**src/rtl/uart_pkg.sv**
```systemverilog
// Shared UART definitions: FSM states, oversampling constants and default frame parameters.
package uart_pkg;

    typedef enum logic [2:0] {
        IDLE,
        START,
        DATA,
        PARITY,
        STOP
    } uart_state_e;

    localparam int OVERSAMPLE  = 16;
    localparam int MID_SAMPLE  = 7;
    localparam int DEF_NB_DATA = 8;
    localparam int DEF_SB_TICK = 16;

    function automatic int max_int(input int a, input int b);
        return (a > b) ? a : b;
    endfunction

endpackage

```
**src/rtl/uart_rx_sync.sv**
```systemverilog
// Two-flop synchroniser for an asynchronous input.
// Latency: 2 clocks; no backpressure. Reset value is RST_VAL (idle-high by default).
module uart_rx_sync #(
    parameter logic RST_VAL = 1'b1
) (
    input  logic i_clk,
    input  logic i_reset,
    input  logic i_d,
    output logic o_q
);

    logic [1:0] sync_q;

    always_ff @(posedge i_clk or posedge i_reset) begin
        if (i_reset) begin
            sync_q <= {2{RST_VAL}};
        end else begin
            sync_q <= {sync_q[0], i_d};
        end
    end

    assign o_q = sync_q[1];

endmodule

```
**src/rtl/uart_rx.sv**
```systemverilog
// uart_rx: 16x-oversampled UART receiver; defining UART_RX_PARITY_EN adds a parity bit after the data.
// Latency: o_rx_done 1 clock after the i_tick ending the stop bit (plus 2-clock i_rx synchroniser).
// Backpressure: none; o_data and flags hold until the next frame, so each o_rx_done must be taken.
module uart_rx
    import uart_pkg::*;
#(
    parameter int NB_DATA    = DEF_NB_DATA,
    parameter int SB_TICK    = DEF_SB_TICK,
    parameter int PARITY_ODD = 0
) (
    input  logic               i_clk,
    input  logic               i_reset,
    input  logic               i_tick,
    input  logic               i_rx,
    output logic [NB_DATA-1:0] o_data,
    output logic               o_rx_done,
    output logic               o_frame_err,
    output logic               o_parity_err
);

    localparam int S_W = $clog2(max_int(OVERSAMPLE, SB_TICK));
    localparam int N_W = $clog2(NB_DATA);

    localparam logic [S_W-1:0] S_MID  = S_W'(MID_SAMPLE);
    localparam logic [S_W-1:0] S_LAST = S_W'(OVERSAMPLE - 1);
    localparam logic [S_W-1:0] S_STOP = S_W'(SB_TICK - 1);
    localparam logic [N_W-1:0] N_LAST = N_W'(NB_DATA - 1);

    logic rx_s;

    uart_rx_sync #(.RST_VAL(1'b1)) u_sync (
        .i_clk   (i_clk),
        .i_reset (i_reset),
        .i_d     (i_rx),
        .o_q     (rx_s)
    );

    uart_state_e        state_q, state_d;
    logic [S_W-1:0]     s_q, s_d;
    logic [N_W-1:0]     n_q, n_d;
    logic [NB_DATA-1:0] b_q, b_d;
    logic [NB_DATA-1:0] data_q, data_d;
    logic               ferr_q, ferr_d;
    logic               done_q, done_d;

`ifdef UART_RX_PARITY_EN
    localparam logic PAR_SENSE = (PARITY_ODD != 0);
    logic par_q, par_d;
    logic perr_q, perr_d;
`else
    // Parity sense has no effect without the parity stage.
    logic unused_parity_cfg;
    assign unused_parity_cfg = (PARITY_ODD != 0);
`endif

    always_ff @(posedge i_clk or posedge i_reset) begin
        if (i_reset) begin
            state_q <= IDLE;
            s_q     <= '0;
            n_q     <= '0;
            b_q     <= '0;
            data_q  <= '0;
            ferr_q  <= 1'b0;
            done_q  <= 1'b0;
`ifdef UART_RX_PARITY_EN
            par_q   <= 1'b0;
            perr_q  <= 1'b0;
`endif
        end else begin
            state_q <= state_d;
            s_q     <= s_d;
            n_q     <= n_d;
            b_q     <= b_d;
            data_q  <= data_d;
            ferr_q  <= ferr_d;
            done_q  <= done_d;
`ifdef UART_RX_PARITY_EN
            par_q   <= par_d;
            perr_q  <= perr_d;
`endif
        end
    end

    always_comb begin
        state_d = state_q;
        s_d     = s_q;
        n_d     = n_q;
        b_d     = b_q;
        data_d  = data_q;
        ferr_d  = ferr_q;
        done_d  = 1'b0;
`ifdef UART_RX_PARITY_EN
        par_d   = par_q;
        perr_d  = perr_q;
`endif

        case (state_q)
            IDLE: begin
                if (!rx_s) begin
                    state_d = START;
                    s_d     = '0;
                end
            end
            START: begin
                if (i_tick) begin
                    if (s_q == S_MID) begin
                        s_d = '0;
                        n_d = '0;
                        // A start bit that is high again at mid-bit was only a glitch.
                        state_d = rx_s ? IDLE : DATA;
                    end else begin
                        s_d = s_q + S_W'(1);
                    end
                end
            end
            DATA: begin
                if (i_tick) begin
                    if (s_q == S_LAST) begin
                        s_d = '0;
                        b_d = {rx_s, b_q[NB_DATA-1:1]};
                        if (n_q == N_LAST) begin
`ifdef UART_RX_PARITY_EN
                            state_d = PARITY;
`else
                            state_d = STOP;
`endif
                        end else begin
                            n_d = n_q + N_W'(1);
                        end
                    end else begin
                        s_d = s_q + S_W'(1);
                    end
                end
            end
`ifdef UART_RX_PARITY_EN
            PARITY: begin
                if (i_tick) begin
                    if (s_q == S_LAST) begin
                        s_d     = '0;
                        par_d   = rx_s;
                        state_d = STOP;
                    end else begin
                        s_d = s_q + S_W'(1);
                    end
                end
            end
`endif
            STOP: begin
                if (i_tick) begin
                    if (s_q == S_STOP) begin
                        data_d  = b_q;
                        ferr_d  = ~rx_s;
                        done_d  = 1'b1;
                        s_d     = '0;
                        state_d = IDLE;
`ifdef UART_RX_PARITY_EN
                        perr_d  = (^b_q) ^ par_q ^ PAR_SENSE;
`endif
                    end else begin
                        s_d = s_q + S_W'(1);
                    end
                end
            end
            default: begin
                state_d = IDLE;
                s_d     = '0;
            end
        endcase
    end

    assign o_data      = data_q;
    assign o_rx_done   = done_q;
    assign o_frame_err = ferr_q;
`ifdef UART_RX_PARITY_EN
    assign o_parity_err = perr_q;
`else
    assign o_parity_err = 1'b0;
`endif

endmodule

```
**config.mk**
```make
export PLATFORM = sky130hd
export DESIGN_NAME = uart_rx
export DESIGN_NICKNAME = d
export VERILOG_FILES = /design/src/rtl/uart_pkg.sv /design/src/rtl/uart_rx_sync.sv /design/src/rtl/uart_rx.sv
export SDC_FILE = /design/constraint.sdc
export NUM_CORES = 1
export LEC_CHECK = 0
export CAP_MARGIN = 25
export CORE_MARGIN = 5
export CORE_UTILIZATION = 55
export DETAILED_ROUTE_END_ITERATION = 12
export PLACE_DENSITY = 0.8
export SLEW_MARGIN = 20
export SYNTH_ARGS = -nofsm -noshare
export SYNTH_HDL_FRONTEND = slang
export SYNTH_SLANG_ARGS = --single-unit
export TNS_END_PERCENT = 1
```
**constraint.sdc**
```tcl
create_clock -name i_clk -period 3.7 [get_ports i_clk]
set_input_delay 0.37 -clock i_clk [delete_from_list [all_inputs] [get_ports i_clk]]
set_output_delay 0.37 -clock i_clk [all_outputs]
set_load 0.01 [all_outputs]
```
; ---- After elaboration in Yosys (flattened, before gate mapping)
; Cells that the tools add are included.
[word_totals]
regBits = 30
latch_bits = 0
mem_bits_rw = 0
rom_bits = 0
out_inout_bits = 11
memories = 0
[classes]
addsub = 2
mul = 0
div_mod_pow = 0
magnitude_cmp = 0
eq_ne = 16
n_shift = 0
mux = 25
bitwise_logic = 1
reduce_logical = 8
[op_table]
columns = operator, count
row1 = $mux 3, 13
row2 = $mux 4, 5
row3 = $ne 2x2->1 const B, 9
row4 = $pmux 3 s4, 1
row5 = $pmux 4 s3, 1
row6 = $reduce_and 3->1, 3
row7 = $reduce_and 8->1, 1
row8 = $eq 3x3->1 const B, 2
row9 = $pmux 3 s2, 1
row10 = $reduce_and 6->1, 1
row11 = $add 4x1->4 const B, 1
row12 = $eq 4x3->1 const B, 1
row13 = $eq 4x4->1 const B, 1
row14 = $add 3x1->3 const B, 1
row15 = $eq 3x1->1 const B, 1
row16 = $eq 3x2->1 const B, 1
row17 = $logic_not 3->1, 1
row18 = $mux 1, 3
row19 = $mux 2, 1
row20 = $ne 2x1->1 const B, 1
row21 = $reduce_bool 2->1, 1
row22 = $reduce_or 2->1, 1
row23 = $not 1->1, 1

; ---- Longest topological paths before layout
; Gate-level depths: netlist of the first run.
[logic_depth]
depth_word = 5
mapped_depth = 6
mapped_depth_nobuf = 6

; ---- By module
; A second synthesis of the first run with hierarchy kept.
[hier_totals]
cells_unflattened = 115
area_unflattened_um2 = 1443.9
[by_module_without_submodules]
columns = module, instances, cells_each, area_per_inst_um2, seq_area_each_um2
row1 = uart_rx, 1, 112, 1387.6, 700.7
row2 = uart_rx_sync, 1, 3, 56.3, 52.6

; ---- Worst setup path after synthesis of the first run
; Ideal clock, no wire load.
[synth_timing]
path_kind = flip-flop to flip-flop
start = register s_q[0]
end = register n_q[0]
setup_time_ps = 125
arrival_ps = 1498
required_ps = 3575
path_slack_ps = 2078
path_stages_with_launch = 7
path_cell_list = dfrtp_1 ha_1 and4_1 and2_1 buf_6 and2b_1 mux2_2
[synth_via]
elab_chain_cells = 3
word_cells_on_any_way = 5
classes_between = eq/ne: 4 / reduce/logical: 1
[synth_rtl]
columns = element, line_no
row1 = start: declaration, uart_rx.sv:39  ; logic [S_W-1:0] s_q, s_d;
row2 = start signal: assignment, uart_rx.sv:59  ; s_q <= '0;
row3 = start signal: assignment, uart_rx.sv:71  ; s_q <= s_d;
row4 = $eq 4x4->1 or $eq 4x3->1 (tied branches), "uart_rx.sv:118, uart_rx.sv:106"
row5 = $ne 2x2->1 (no line), --
row6 = $reduce_and 6->1 (no line) (*), --
row7 = end signal: assignment, uart_rx.sv:72  ; n_q <= n_d;
row8 = end: declaration, uart_rx.sv:40  ; logic [N_W-1:0] n_q, n_d;
; Mark *: on every way between the ends. The rest lies on a longest branch, timed or not.
; A chain may end at the register's enable or synchronous reset.

; ---- Worst setup path after layout of the first run
[layout_timing]
start = register state_q[1]
end = register b_q[5]
[layout_via]
elab_chain_cells = 2
[layout_rtl]
columns = element, line_no
row1 = start: declaration, uart_rx.sv:38  ; uart_state_e state_q, state_d;
row2 = start signal: assignment, uart_rx.sv:70  ; state_q <= state_d;
row3 = $eq 3x2->1, uart_rx.sv:97  ; case (state_q)
row4 = $reduce_and 3->1 (no line), --
row5 = end signal: assignment, uart_rx.sv:61  ; b_q <= '0;
row6 = end signal: assignment, uart_rx.sv:73  ; b_q <= b_d;
row7 = end: declaration, uart_rx.sv:41  ; logic [NB_DATA-1:0] b_q, b_d;
; No other way between the ends.

==> results.md, run 1 <==
- Run status: complete, no violations
- Comb pwr share: around 25%
- Num CTS Buffers: 5
- Type of the worst setup path: reg2reg
- Synth warn: 0
- CTS clk-pin slew, worst paths: around 90 ps
- Syn Area/Cell: 12.9 sq um
- Die X: around 62 microns
- Vias: between 900 and 1000
- Largest net degree at the start of global routing: 21
- Diode count: 0
- Rows: 19
- CTS max path bufs: 2
- WL final: between 2000 and 3000 microns
- Cts repair resizes: 0
- Sw frac: around 32%
- Antenna viol nets, final: 0
- Area grow syn2layout: 15.2%
- Setup Skew: about 4.6 ps
- Hpwl dp: ~2000 microns
- Drt drc: 0
- Most common cell after layout, fill and taps aside: dfrtp_1
- Seq/Total Area, Yosys: between 50 and 60%
- Total GRT Usage: between 15 and 20%
- Number of I/O pins: 15
- Average routed wire per standard cell: 17.1 microns
- Drt first-iter violations: 27
- Ys async rst share: 100%
- Pleak: between 0.7 and 0.8 nW
- Routability cong.: 0.846
- Worst vdd ir: roughly 420 uV
- Final Hold Violating Endpoints: 0
- TritonCTS clock tree: done
- Clock network power share: between 20 and 30%
- #FFs+latches synth: 30
- Mapped Area: 0.00150 sq mm
- Count of maximum capacitance violations: 0
- CTS Sinks: 30
- Element type at the critical path start: register
- Initial antenna violation count: 0
- Psw: 0.300 mW
- Top FF cell, synth: dfrtp_1
- Share of cells above drive strength 1: about 24%
- RSZ-0062 raised after global routing: false
- Vias/cell: approximately 6.0
- Hold Slack: around 350 ps
- Max-slew violations: 0
- Worst-margin pin slew: 632 ps
- CP peak stage delay: slightly below 700 ps
- Core Area: around 0.0027 sq mm
- Worst EP arrival: 2130 ps
- Commonest non-fill, non-tap cells in the layout: 28 x dfrtp_1, 13 x clkdlybuf4s50_1, 8 x mux2_4
- DRT Pass-1 Iters: 4
- Max Fanout on Critical Path: 15
- EDFF count, synth: 0
- Global route overflow: 0
- Relative slew slack: 57.4%
- Internal: 0.626 mW
- H-Tree Depth: 2
- CP max-delay cell: dfrtp_1
- Seq pwr share: a little under half
- First-pass GRT wire length: ~4900 microns
- CP Capture Type: register
- Hold-fix buffers at CTS: 0
- Initial core utilization: between 50 and 60%
- Worst min path class: in2async
- Syn_nets: approximately 120
- Vias in the first global route: 979
- Cell count after synthesis: 116
- Die area: approximately 0.0039 sq mm
- Total Nets Final: 138
- Clock root buffer: clkbuf_4
- Die H: 62.1 microns
- Setup TNS: 0 ps
- Multi-input gate area: between 600 and 700 sq um
- Distinct cells, synth: 44
- Fin crit period: ~1900 ps
- Count of final setup violators: 0
- Sequential cell area: around 750 sq um
- CP required: ~3900 ps
- Critical-path cell list: nor3b_2 > and2_1 > mux2_2
- Setup Buffers After CTS: 0
- FILL cells: roughly 210
- Port Buffer Count: 13
- Fmax: ~520 MHz
- Pwr dens: approximately 540 mW/mm^2
- Final Cycle Share: between 50% and 60%
- Clk_lat worst skew: 330 ps
## metal layers
metal  global-route usage (%)  wire (microns)  share of wire, %
met1                     18.8            1120                40
met2                     24.6            1420                51
met3                     6.67             160               5.8
met4                     8.13              68               2.5
met5                        0               0                 0
## flip-flops by register name, summed over array words and instances (netlist names)
register / count
state_q: 3
s_q: 4
u_sync.sync_q: 2
b_q: 8
n_q: 3
o_data: 8
o_rx_done: 1
o_frame_err: 1
## cell type report
type	instances	area share, %
flip-flops and latches	30	43.7
inverters	4	0.871
multi-input cells	76	39.3
clock buffers	6	2.98
clock inverters	1	1.74
repair buffers	14	9.15
well taps	31	2.25
## path summary, 6_finish.rpt
| path | start | to | slack (ps) | cells after the start |
|---|---|---|---|---|
| max | state_q[1]$_DFFE_PP0P_ | b_q[5]$_DFFE_PP0P_ | 1790 | 3 |
| min | i_reset | o_data[7]$_DFFE_PP0P_ | 350 | 2 |
| max reg2reg | state_q[1]$_DFFE_PP0P_ | b_q[5]$_DFFE_PP0P_ | 1790 | 3 |
| min reg2reg | u_sync.sync_q[0]$_DFF_PP1_ | u_sync.sync_q[1]$_DFF_PP1_ | 360 | 0 |
| max in group asynchronous | i_reset | b_q[7]$_DFFE_PP0P_ | 2870 | 3 |
| min in group i_clk | u_sync.sync_q[0]$_DFF_PP1_ | u_sync.sync_q[1]$_DFF_PP1_ | 360 | 0 |
## power by group through the flow
| stage | combinational, mW | clock [mW] | sequential [mW] |
|---|---|---|---|
| 3_5_place_dp | 0.230 | 0 | 0.430 |
| 3_3_place_gp | 0.214 | 0 | 0.427 |
| 6_report | 0.236 | 0.265 | 0.425 |
| 2_1_floorplan | 0.210 | 0 | 0.398 |
| 4_1_cts | 0.237 | 0.273 | 0.423 |
| 5_1_grt | 0.260 | 0.288 | 0.435 |
## cell families after synthesis
family                   synth area share [%]
AND/OR/NAND/NOR                          13.5
XOR/XNOR                                0.586
multiplexers                             15.5
other                                   0.251
buffers and inverters                    4.35
flip-flops                               50.4
AO/OA/AOI/OAI                            13.0
adder cells (fa/ha/maj)                  2.51
## worst max-delay path, delay by kind of cell, from the launching register on
kind          cells  cell delay, ps
flops             1             680
mux               1             390
simple gates      2             720
## stage by stage
step / worst slack [ps] / cells / area, sq um / power [mW] / util (%)
floorplan: 2080 / 116 / 1500 / 0.608 / -
global placement: 1610 / 154 / 1610 / 0.641 / 60.1
detailed placement: 1530 / 155 / 1640 / 0.660 / 61.1
CTS: 1780 / 162 / 1720 / 0.933 / 64.1
global route: 1650 / 162 / 1720 / 0.983 / 64.1
finish: 1790 / 162 / 1720 / 0.926 / 64.1
## synth_stat cells, types with 2 or more instances
| master | count | area share, % |
|---|---|---|
| mux2_4 | 8 | 8.0 |
| inv_1 | 3 | 0.75 |
| nand2_1 | 4 | 1.0 |
| mux2_1 | 3 | 2.3 |
| ha_1 | 3 | 2.5 |
| mux2_2 | 6 | 4.5 |
| buf_6 | 2 | 1.5 |
| buf_4 | 3 | 1.5 |
| or3_1 | 2 | 0.84 |
| nand2b_1 | 2 | 0.84 |
| nand3_1 | 3 | 1.0 |
| o21ai_0 | 5 | 1.7 |
| o21ai_1 | 3 | 1.0 |
| a22o_1 | 3 | 1.8 |
| dfstp_2 | 2 | 3.5 |
| nor2_1 | 6 | 1.5 |
| nand3b_1 | 2 | 1.0 |
| dfrtp_1 | 28 | 47 |
| o211ai_1 | 2 | 1.0 |
| nor3_1 | 2 | 0.67 |
Note: power is estimated with default switching activity, not from simulation.
==> inputs of run 2 (changes only) <==
--- a/config.mk
+++ b/config.mk
@@ -7,9 +7,9 @@
 export LEC_CHECK = 0
 export CAP_MARGIN = 25
 export CORE_MARGIN = 5
-export CORE_UTILIZATION = 55
+export CORE_UTILIZATION = 50
 export DETAILED_ROUTE_END_ITERATION = 12
-export PLACE_DENSITY = 0.8
+export PLACE_DENSITY = 0.77
 export SLEW_MARGIN = 20
 export SYNTH_ARGS = -nofsm -noshare
 export SYNTH_HDL_FRONTEND = slang
==> constraint.sdc (replaced) <==
create_clock -name i_clk -period 1.64 [get_ports i_clk]
set_input_delay 0.164 -clock i_clk [delete_from_list [all_inputs] [get_ports i_clk]]
set_output_delay 0.164 -clock i_clk [all_outputs]
set_load 0.01 [all_outputs]
==> run 2 against run 1 <==
Sequential power is 110% higher. Critical endpoint is now s_q[1]$_DFFE_PP0P_. Utilization is 2.5 points higher. Critical path depth is 1 higher. Clock power is 68% higher. Power is 130% higher. Register-to-register slack worse by 1800 ps. Sequential share of layout area is 3.4 points lower. Largest power group unchanged. Via count is 12% higher. Critical path type unchanged.
==> results.md, run 2 (same netlist as run 1, synthesis figures left out) <==
- Total Nets Final: 160 (+16%)
- Clock network power share: 21.0% (-7.6 points)
- Drt drc: 0 (unchanged)
- Largest net degree at the start of global routing: 31 (+48%)
- Vias/cell: 5.94 (-1.6%)
- Run status: complete, no violations
- Routability cong.: 0.965 (+14%)
- Element type at the critical path start: register
- FF-to-FF setup slack: 40 ps (-1750 ps)
- Worst vdd ir: 819 uV (+94%)
- H-Tree Depth: 2 (unchanged)
- TritonCTS clock tree: done
- Pleak: 0.891 nW (+12%)
- Most common cell after layout, fill and taps aside: dfrtp_1
- CP max-delay cell: or4b_1
- CTS max path bufs: 2 (unchanged)
- Number of I/O pins: 15 (unchanged)
- FILL cells: 205 (-0.49%)
- Vias: 1098 (+12%)
- Die X: 64.7 microns (+4.1%)
- Clk_lat worst skew: 330 ps (about the same)
- Die H: 64.7 microns (+4.1%)
- Worst min path class: in2async
- Count of final setup violators: 0 (unchanged)
- Clock root buffer: clkbuf_4
- Max-slew violations: 0 (unchanged)
- Initial core utilization: 53.3% (-2.4 points)
- Power, Total: 2.13 mW (+130%)
- CP required: 1840 ps (-2080 ps)
- DRT Pass-1 Iters: 4 (unchanged)
- Commonest non-fill, non-tap cells in the layout: 27 x dfrtp_1, 21 x buf_4, 13 x clkdlybuf4s50_1
- Fmax: 625 MHz (+19%)
- Fin crit period: 1600 ps (-308 ps)
- Final WS setup: 40.6 ps (-1750 ps)
- Pwr dens: 1140 mW/mm^2 (+110%)
- Antenna viol nets, final: 0 (unchanged)
- Num CTS Buffers: 5 (unchanged)
- Dpl ws: -252 ps (-1780 ps)
- Comb pwr share: 36.9% (+12 points)
- CP Capture Type: register
- CP peak stage delay: 610 ps (-70 ps)
- Hpwl dp: 2110 microns (+7.2%)
- Type of the worst setup path: reg2reg
- Final Cycle Share: 97.5% (+46 points)
- Layout Utilization: 66.7% (+2.5 points)
- Core Area: 0.00281 sq mm (+4.4%)
- Setup Skew: 6.89 ps (+2.25 ps)
- Die area: 0.00418 sq mm (+8.4%)
- Max Fanout on Critical Path: 6 (-9)
- Seq pwr share: 42.1% (-3.8 points)
- Rows: 19 (unchanged)
- Total GRT Usage: 15.5% (-0.42 points)
- Hold-fix buffers at CTS: 0 (unchanged)
- Sw frac: 34.0% (+1.5 points)
- First-pass GRT wire length: 4950 microns (+1.3%)
- Port Buffer Count: 13 (unchanged)
- CTS clk-pin slew, worst paths: 90 ps (about the same)
- Placed Instance Area: 0.00176 sq mm (+7.0%)
- Average routed wire per standard cell: 16.7 microns (-2.4%)
- Hold Slack: 197 ps (-157 ps)
- Count of maximum capacitance violations: 0 (unchanged)
- Area grow syn2layout: 25.1%
- Internal: 1.41 mW (+120%)
- Post-route cell area: 0.00187 sq mm (+8.6%)
- Psw: 0.722 mW (+140%)
- Critical-path cell list: or4b_1 > o41a_2 > nand2b_1 > o21ai_1
- Diode count: 0 (unchanged)
- Final Hold Violating Endpoints: 0 (unchanged)
- Global route overflow: 0 (unchanged)
- Worst EP arrival: 1800 ps (-330 ps)
- CTS Sinks: 30 (unchanged)
- Share of cells above drive strength 1: 39.0% (+15 points)
- WL final: 3090 microns (+11%)
- Vias in the first global route: 1054 (+7.7%)
- Drt first-iter violations: 31 (+15%)
- Initial antenna violation count: 0 (unchanged)
- RSZ-0062 raised after global routing: false
-- run 2: per-stage QoR --
| stage | std cells | TNS (ps) |
|---|---|---|
| after floorplan | 116 | 0 |
| after global placement | 173 | -3110 |
| after detailed placement | 173 | -4400 |
| after CTS | 181 | 0 |
| after global routing | 185 | 0 |
| final | 185 | 0 |
-- run 2: layer usage --
layer | GRT usage, % | wire length, microns | vias up
met4 | 9.23 | 93 | 0
met2 | 24.9 | 1560 | 29
met5 | 0 | 0 | -
li1 | - | - | 507
met1 | 18.7 | 1290 | 552
met3 | 4.32 | 148 | 10
-- run 2: area by class of cell --
class / instances / area [sq um] / share of cell area, %
clock inverter: 1 / 5.00 / 0.268
timing repair buffer: 34 / 288 / 15.4
sequential: 30 / 754 / 40.3
clock buffer: 7 / 55.1 / 2.94
inverter: 4 / 15.0 / 0.803
multi-input combinational: 78 / 714 / 38.2
tap: 31 / 38.8 / 2.07
-- run 2: power by group through the flow --
stage | Clock, mW | Combinational [mW] | Sequential (mW)
floorplan | 0 | 0.473 | 0.899
finish | 0.446 | 0.785 | 0.896
CTS | 0.469 | 0.720 | 0.890
global route | 0.505 | 0.846 | 0.908
global placement | 0 | 0.690 | 0.900
detailed placement | 0 | 0.713 | 0.904
-- run 2: timing repair --
action / CTS / global route
gates cloned: 0 / 2
pin swaps: 0 / 1
setup buffers: 0 / 2
resized for setup: 2 / 7
endpoints found under the setup margin: 11 / 18
-- run 2: worst paths after layout --
path / from / cells past startpoint / endpoint
max: state_q[0]$_DFFE_PP0P_ / 4 / s_q[1]$_DFFE_PP0P_
min in group i_clk: i_rx / 1 / u_sync.sync_q[0]$_DFF_PP1_
max reg2reg: state_q[0]$_DFFE_PP0P_ / 4 / s_q[1]$_DFFE_PP0P_
min reg2reg: u_sync.sync_q[0]$_DFF_PP1_ / 0 / u_sync.sync_q[1]$_DFF_PP1_
min: i_reset / 3 / o_data[0]$_DFFE_PP0P_
max in group asynchronous: i_reset / 3 / u_sync.sync_q[1]$_DFF_PP1_
-- run 2: worst max-delay path, delay by kind of cell, from the launching register on --
kind	cells	cell delay, ps
AO/OA/AOI/OAI	2	270
flip-flops	1	480
AND/OR/NAND/NOR	2	730
==> inputs of run 3 (changes only) <==
--- a/config.mk
+++ b/config.mk
@@ -8,8 +8,9 @@
 export CAP_MARGIN = 25
 export CORE_MARGIN = 5
 export CORE_UTILIZATION = 50
+export CTS_CLUSTER_DIAMETER = 30
 export DETAILED_ROUTE_END_ITERATION = 12
-export PLACE_DENSITY = 0.77
+export PLACE_DENSITY = 0.7
 export SLEW_MARGIN = 20
 export SYNTH_ARGS = -nofsm -noshare
 export SYNTH_HDL_FRONTEND = slang
==> run 3 against run 2 <==
Worst setup slack better by 8.8 ps. Die area did not move. Clock power grew 32%. Via count shrank 5.6%. Count of clock-buffer cells in the layout fell by 2. Critical endpoint is now o_data[1]$_DFFE_PP0P_.
==> results.md, run 3 (same netlist as run 1, synthesis figures left out) <==
- CP delay by family, top: simple AND/OR/NAND/NOR gates
- Buf/Inv on CP: 0 (unchanged)
- Die H: 64.7 microns (unchanged)
- Port Buffer Count: 13 (unchanged)
- CP startpoint: s_q[0]$_DFFE_PP0P_
- Final Hold Violating Endpoints: 0 (unchanged)
- Fmax: 629 MHz (+0.55%)
- Initial antenna violation count: 0 (unchanged)
- Core Area: 0.00281 sq mm (unchanged)
- Average routed wire per standard cell: 16.2 microns (-3.0%)
- CTS clk-pin slew, worst paths: 110 ps (+20 ps)
- Pleak: 0.894 nW (+0.32%)
- Run status: complete, no violations
- Global route overflow: 0 (unchanged)
- Initial core utilization: 53.3% (unchanged)
- Vias/cell: 5.64 (-5.0%)
- Setup Skew: 18.8 ps (+11.9 ps)
- H-Tree Depth: 2 (unchanged)
- Commonest non-fill, non-tap cells in the layout: 26 x dfrtp_1, 22 x buf_4, 13 x clkdlybuf4s50_1
- Share of cells above drive strength 1: 39.2% (+0.25 points)
- Die area: 0.00418 sq mm (unchanged)
- Final Cycle Share: 97.0% (-0.54 points)
- CTS Sinks: 30 (unchanged)
- Layout Utilization: 67.1% (+0.40 points)
- Hpwl dp: 2170 microns (+3.0%)
- Num CTS Buffers: 5 (unchanged)
- Placed Instance Area: 0.00177 sq mm (+0.86%)
- Diode count: 0 (unchanged)
- Hold-fix buffers at CTS: 0 (unchanged)
- TritonCTS clock tree: done
- Pwr dens: 1220 mW/mm^2 (+7.5%)
- RSZ-0062 raised after global routing: false
- Clk_lat worst skew: 340 ps (about the same)
- Drt drc: 0 (unchanged)
- CP max-delay cell: dfrtp_1
- Number of I/O pins: 15 (unchanged)
- Post-route cell area: 0.00188 sq mm (+0.60%)
- Worst EP arrival: 1810 ps (about the same)
- CP Capture Type: register
- First-pass GRT wire length: 5400 microns (+9.1%)
- Routability cong.: 0.876 (-9.3%)
- Total GRT Usage: 16.9% (+1.4 points)
- Worst min path class: in2async
- Clock root buffer: clkbuf_4
- CP required: 1860 ps (+20 ps)
- DRT Pass-1 Iters: 4 (unchanged)
- Die X: 64.7 microns (unchanged)
- Fin crit period: 1590 ps (-8.78 ps)
- Count of maximum capacitance violations: 0 (unchanged)
- Vias: 1037 (-5.6%)
- Final WS setup: 49.4 ps (+8.78 ps)
- Worst vdd ir: 733 uV (-10%)
- Element type at the critical path start: register
- Most common cell after layout, fill and taps aside: dfrtp_1
- Max-slew violations: 0 (unchanged)
- Critical-path cell list: ha_2 > and4_1 > and3_4 > mux2_4
- Type of the worst setup path: reg2reg
- Total Nets Final: 159 (-0.63%)
- Drt first-iter violations: 34 (+9.7%)
- Area grow syn2layout: 25.9%
- Rows: 19 (unchanged)
- Hold Slack: 176 ps (-21.2 ps)
- CTS max path bufs: 2 (unchanged)
- Max Fanout on Critical Path: 9 (+3)
- Antenna viol nets, final: 0 (unchanged)
- R2r startpoint: s_q[0]$_DFFE_PP0P_
- Count of final setup violators: 0 (unchanged)
- Post-Place Cells: 175 (+1.2%)
- CP peak stage delay: 370 ps (-240 ps)
- Largest net degree at the start of global routing: 31 (unchanged)
- FILL cells: 213 (+3.9%)
- Vias in the first global route: 1112 (+5.5%)
- WL final: 2980 microns (-3.5%)
- Dpl ws: -158 ps (+94.1 ps)
- Post-route insts no fill: 184 (-0.54%)
[run 3: cell count changes in the layout (fill, tap and decap cells not counted), sizes merged]
| cell | change |
|---|---|
| and3 | -1 |
| buf | +1 |
| clkbuf | -2 |
| bufinv | +1 |
| clkinv | +1 |
| and2 | -1 |
[run 3: where the power goes]
part           internal, mW  switching (mW)  total, mW
Sequential            0.812          0.0771      0.889
Clock                 0.315           0.275      0.590
Combinational         0.411           0.409      0.820
[run 3: path summary, 6_finish.rpt]
check                                        endpoint  slack [ps]  cells past startpoint
setup / recovery                o_data[1]$_DFFE_PP0P_          50                      4
hold / removal                     s_q[3]$_DFFE_PP0P_         180                      3
setup reg to reg                o_data[1]$_DFFE_PP0P_          50                      4
hold reg to reg            u_sync.sync_q[1]$_DFF_PP1_         360                      0
max in group asynchronous  u_sync.sync_q[1]$_DFF_PP1_        1140                      3
min in group i_clk         u_sync.sync_q[0]$_DFF_PP1_         230                      1
[run 3: routing by layer]
layer  GRT usage (%)  vias to the layer above  wire length [microns]
li1                -                      500                      -
met1            20.0                      513                   1360
met2            29.0                       18                   1480
met3            5.70                        6                    101
met4            5.54                        0                     44
met5               0                        -                      0
[run 3: final cells by class]
| cell class | instances | area [sq um] | area share [%] |
|---|---|---|---|
| repair buffers | 35 | 295 | 15.7 |
| well taps | 31 | 38.8 | 2.06 |
| multi-input cells | 76 | 699 | 37.2 |
| clock inverters | 3 | 40.0 | 2.13 |
| flip-flops and latches | 30 | 756 | 40.2 |
| clock buffers | 5 | 37.5 | 1.99 |
| inverters | 4 | 15.0 | 0.798 |
[run 3: worst min-delay path, delay by kind of cell]
| family | cells | cell delay [ps] |
|---|---|---|
| buffers and inverters | 3 | 780 |
[run 3: through the flow]
step | power (mW) | TNS (ps)
finish | 2.30 | 0
floorplan | 1.37 | 0
global route | 2.44 | 0
CTS | 2.26 | 0
global placement | 1.64 | -1280
detailed placement | 1.67 | -2170
[run 3: repair_timing]
item                       in CTS  in global routing
setup endpoints to repair      11                 18
pin swaps                       0                  1
hold endpoints to repair        0                  0
setup buffers                   0                  1
gates resized for setup         2                  6
